File: config.mk
export PLATFORM = sky130hd
export DESIGN_NAME = binary_mul_5_arb
export DESIGN_NICKNAME = d
export VERILOG_FILES = /design/src/rtl/binary_mul_5_arb.sv
export SDC_FILE = /design/constraint.sdc
export NUM_CORES = 1
export LEC_CHECK = 0
export BUFFER_PORTS_ARGS = -buffer_cell sky130_fd_sc_hd__buf_4
export CORE_MARGIN = 5
export CORE_UTILIZATION = 43
export DETAILED_ROUTE_END_ITERATION = 10
export PLACE_DENSITY = 0.8
export SETUP_SLACK_MARGIN = 0.5
export SYNTH_ARGS = -nofsm -noshare
export SYNTH_HDL_FRONTEND = slang
export SYNTH_SLANG_ARGS = --single-unit
File: constraint.sdc
create_clock -name clk -period 1.3 [get_ports clk]
set_clock_uncertainty 0.05 [all_clocks]
set_input_delay 0.13 -clock clk [delete_from_list [all_inputs] [get_ports clk]]
set_output_delay 0.13 -clock clk [all_outputs]
set_load 0.02 [all_outputs]
File: src/rtl/binary_mul_5_arb.sv
// binary_mul_5_arb: two-requester round-robin front end for a pipelined 5x5 multiplier.
// Optional issue counter enabled by BINARY_MUL_ARB_CNT_EN.
module binary_mul_5_arb #(
   parameter int LATENCY = 6
) (
   input  logic        clk,
   input  logic        rst_n,
   input  logic        en,
   input  logic [1:0]  req_valid,
   output logic [1:0]  req_ready,
   input  logic [4:0]  req_a0,
   input  logic [4:0]  req_b0,
   input  logic [4:0]  req_a1,
   input  logic [4:0]  req_b1,
   output logic [4:0]  mul_a,
   output logic [4:0]  mul_b,
   output logic        mul_en,
   input  logic [9:0]  mul_p,
   output logic [1:0]  rsp_valid,
   output logic [9:0]  rsp_p
`ifdef BINARY_MUL_ARB_CNT_EN
   ,
   output logic [15:0] issue_cnt
`endif
);
   logic               ptr_q, ptr_d;
   logic [4:0]         mul_a_q, mul_a_d, mul_b_q, mul_b_d;
   logic               mul_en_q, mul_en_d;
   logic [LATENCY:0]   tv_q, tv_d, tid_q, tid_d;
   logic [1:0]         rsp_valid_q, rsp_valid_d;
   logic [9:0]         rsp_p_q, rsp_p_d;
   logic [1:0]         grant;
   logic               acc, acc_id, emit;
`ifdef BINARY_MUL_ARB_CNT_EN
   logic [15:0]        cnt_q, cnt_d;
`endif

   always_comb begin
      grant       = (req_valid == 2'b11) ? (ptr_q ? 2'b10 : 2'b01) : req_valid;
      req_ready   = (en && rst_n) ? grant : 2'b00;
      acc         = |(req_valid & req_ready);
      acc_id      = req_ready[1];
      ptr_d       = acc ? ~acc_id : ptr_q;
      mul_a_d     = acc ? (acc_id ? req_a1 : req_a0) : mul_a_q;
      mul_b_d     = acc ? (acc_id ? req_b1 : req_b0) : mul_b_q;
      mul_en_d    = en;
      tv_d        = en ? {tv_q[LATENCY-1:0], acc} : tv_q;
      tid_d       = en ? {tid_q[LATENCY-1:0], acc_id} : tid_q;
      // a tag leaving the last stage only retires on an enabled cycle
      emit        = en && tv_q[LATENCY];
      rsp_valid_d = emit ? (tid_q[LATENCY] ? 2'b10 : 2'b01) : 2'b00;
      rsp_p_d     = emit ? mul_p : rsp_p_q;
`ifdef BINARY_MUL_ARB_CNT_EN
      cnt_d       = acc ? cnt_q + 16'd1 : cnt_q;
`endif
   end

   always_ff @(posedge clk or negedge rst_n) begin
      if (!rst_n) begin
         ptr_q       <= 1'b0;
         mul_a_q     <= '0;
         mul_b_q     <= '0;
         mul_en_q    <= 1'b0;
         tv_q        <= '0;
         tid_q       <= '0;
         rsp_valid_q <= '0;
         rsp_p_q     <= '0;
`ifdef BINARY_MUL_ARB_CNT_EN
         cnt_q       <= '0;
`endif
      end else begin
         ptr_q       <= ptr_d;
         mul_a_q     <= mul_a_d;
         mul_b_q     <= mul_b_d;
         mul_en_q    <= mul_en_d;
         tv_q        <= tv_d;
         tid_q       <= tid_d;
         rsp_valid_q <= rsp_valid_d;
         rsp_p_q     <= rsp_p_d;
`ifdef BINARY_MUL_ARB_CNT_EN
         cnt_q       <= cnt_d;
`endif
      end
   end

   assign mul_a     = mul_a_q;
   assign mul_b     = mul_b_q;
   assign mul_en    = mul_en_q;
   assign rsp_valid = rsp_valid_q;
   assign rsp_p     = rsp_p_q;
`ifdef BINARY_MUL_ARB_CNT_EN
   assign issue_cnt = cnt_q;
`endif
endmodule

==> impl_results.md <==
* CTS tree: built
* Clk slew on worst S/H paths at about 0.07 ns
* TritonRoute pass-1 iters at 4
* CP arrival at approximately 1.4 ns
* Clk_lat worst skew at about 0.28 ns
* Final worst slack at -0.0170 ns
* Final Critical Period at between 1 and 1.5 ns
* Pleak at between 1 and 1.5 nW
* Die Y at ~70 µm
* DRT iter0 DRCs at 35
* Port Buffers at around 60
* GRT overflow at 0
* Core area at 3610 µm²
* CP max stage delay at roughly 0.38 ns
* Crit path capture type: flop
* Post-synthesis adder-cell area fraction at 0
* Largest net degree at the start of global routing at 34
* CP required at between 1 and 1.5 ns
* Vias in the first global route at 1343
* Routability cong. at ~0.8
* Final setup fails at 2
* Initial Utilization at 0.435
* Hold Path Class: input port to flop
* Gate Count Post-Synth at around 110
* Largest family of logic cells by synthesized area: multiplexers
* Hold_sp: mul_p[2]
* Crit. Startpoint: ptr_q
* Worst setup SP type: flop
* Warnings, synthesis at 0
* Final Hold Viols at 0
* Part of the cycle the worst path needs at 1.01
* Detailed-route DRC error count at 0
* Root buffer cell: clkbuf_8
* Total CTS buffers at 5
* PwrDens at 1680 nW/µm²
* Die area at a little under 5000 µm²
* Post-DP HPWL at 2680 µm
* Max Root-Sink Buffers at 2
* Logic pwr share at 0.415
* Violated checks: setup timing
* Ant diodes at 0
* Clock power frac at 0.178
* Final Net Count at 234
* Sequential fraction of the synthesis area at 0.606
* I/O pin total at 60
* Total power at between 4 and 5 mW
* Sequential share of power at 0.407
* Status: complete, but fails checks
* Synthesis-stage register bit count at 38
* Syn-to-layout area delta at 62.1%
* Initial antenna violation count at 0
* Critical path class: flop to flop
* Detail Route Antenna Nets at 0
* Synth Area per Inst at between 10 and 15 µm²
* Slowest CP cell: dfrtp_1
* Mux cell area share after synthesis at 0.158
* Via-per-instance ratio at about 5
* Gr usage total at 0.160
* Most common cell after layout, fill and taps aside: buf_4
* First-pass GRT wire length at ~6300 µm
* Die X at just over 70 µm
* CP cell instances: nor2b_2 > or2_4 > buf_4 > a221o_1
* Least-Margin Pin Slew at between 0.2 and 0.25 ns
* Peak VDD IR at 863 µV
* Final Max Tran Viols at 0
* Internal power at 3.01 mW
* Most frequent cells in the layout: 53 x buf_4, 37 x dfrtp_1, 29 x buf_6
* Post-Place Worst Slack at between 0.007 and 0.008 ns
* FF-to-FF path depth at 4
* Post-synthesis xor/xnor area fraction at 0
* Std cell rows at 22
* Max-cap check violation count at 0
* Fraction of layout cells with a size suffix above 1 at 0.601
* CP max FO at 3
* Psw at around 1.3 mW
* Total Wirelength at around 4000 µm
* RSZ-0062 raised after global routing: true
* Routed len/inst at around 16 µm
* Achievable Freq at approximately 0.76 GHz
* Unique masters post-synth at 22
* Worst rel slew slack at 0.843
* Reg2reg setup slack at -0.02 ns
* R2r startpoint: ptr_q
* Worst r2r dst: mul_b[2]
* Complex-gate fraction of the synthesized area at 0.0892
* CP endpoint: mul_b[2]
* Total vias in the final route at approximately 1200
* Switch share at 0.296
* Syn nets at roughly 150
* H-tree depth at 2
* Post-Synth Simple-Gate Area at 0.112
* Mapped Area at around 1600 µm²
* Post-layout util at 0.706
* CTS Sinks at 38
## logic make-up (layout without fill, tap and decap cells)
logic type,count (synthesis),count (layout)
AOI/OAI and AO/OA,16,16
buffers and inverters,10,94
DFF,38,38
muxes,22,22
and+or+nand+nor,27,28
## metal layers
metal,share of wire,wire (µm),vias to the layer above,GRT usage
li1,-,-,577,-
met1,0.41,1630,591,0.190
met2,0.49,1970,58,0.264
met3,0.090,362,5,0.0734
met4,0.011,46,0,0.0404
met5,0,0,-,0
## critical path, delay by kind of cell, from the launching register on
family | cells | cell delay, ns
AOI/OAI and AO/OA | 1 | 0.31
and+or+nand+nor | 2 | 0.30
buffers and inverters | 1 | 0.15
DFF | 1 | 0.38
## through the flow
| step | setup TNS (ns) | instance area [µm²] | hold WS, ns | cells |
|---|---|---|---|---|
| after global routing | -0.521 | 2540 | 0.0191 | 246 |
| after CTS | -0.0422 | 2490 | 0.00872 | 243 |
| after floorplan | 0 | 1670 | -0.216 | 113 |
| final | -0.0314 | 2540 | 0.0329 | 246 |
| after global placement | 0 | 2150 | 0.0208 | 220 |
| after detailed placement | 0 | 2150 | 0.0256 | 220 |
## final cells by class
class	instances	area, µm²
Sequential cell	38	952
Multi-Input combinational cell	66	679
Tap cell	48	60.1
Inverter	3	11.3
Fill cell	238	1060
Timing Repair Buffer	85	759
Clock buffer	6	82.6
## cells in the mapped netlist
master,number,share of area
nand3_1,2,0.0064
o211a_2,1,0.0064
a21o_1,1,0.0048
buf_6,1,0.0072
and2_1,10,0.040
buf_2,5,0.016
a221o_1,10,0.064
nor2_1,1,0.0024
and3_1,1,0.0040
buf_4,1,0.0048
o21ai_1,2,0.0064
nand2_1,1,0.0024
dfrtp_1,38,0.61
inv_1,2,0.0048
inv_2,1,0.0024
a21oi_1,1,0.0032
mux2_2,13,0.093
or2_4,1,0.0056
mux2_1,9,0.065
o211ai_1,1,0.0048
nor3b_1,10,0.048
nor2b_1,1,0.0040
## repair_timing
action | 4_1_cts | 5_1_grt
hold buffers | 1 | 1
cloned | 1 | 0
setup buffers | 15 | 2
gates resized for setup | 36 | 7
pin swaps | 6 | 2
hold endpoints to repair | 38 | 1
setup endpoints to repair | 58 | 94
## how the worst min path moves through the flow
stage / end / slack, ns / depth (start not counted)
6_report: rsp_p[2] / 0.03 / 2
5_1_grt: rsp_p[8] / 0.02 / 2
3_3_place_gp: mul_a[4] / 0.02 / 2
3_5_place_dp: mul_b[4] / 0.03 / 2
2_1_floorplan: mul_a[0] / -0.22 / 0
4_1_cts: mul_en / 0.009 / 1
## flip-flops by register name (all words and copies together), names as in the netlist
register / flops
mul_b: 5
rsp_valid: 2
mul_en: 1
mul_a: 5
ptr_q: 1
rsp_p: 10
tv_q: 7
tid_q: 7
## power groups by stage
stage | logic [mW] | registers [mW] | clock network, mW
global route | 1.85 | 1.77 | 0.855
CTS | 1.73 | 1.74 | 0.780
floorplan | 0.540 | 1.96 | 0
global placement | 1.34 | 1.68 | 0
finish | 1.77 | 1.74 | 0.763
detailed placement | 1.36 | 1.70 | 0
No activity file was read; power rests on OpenSTA's default activity.
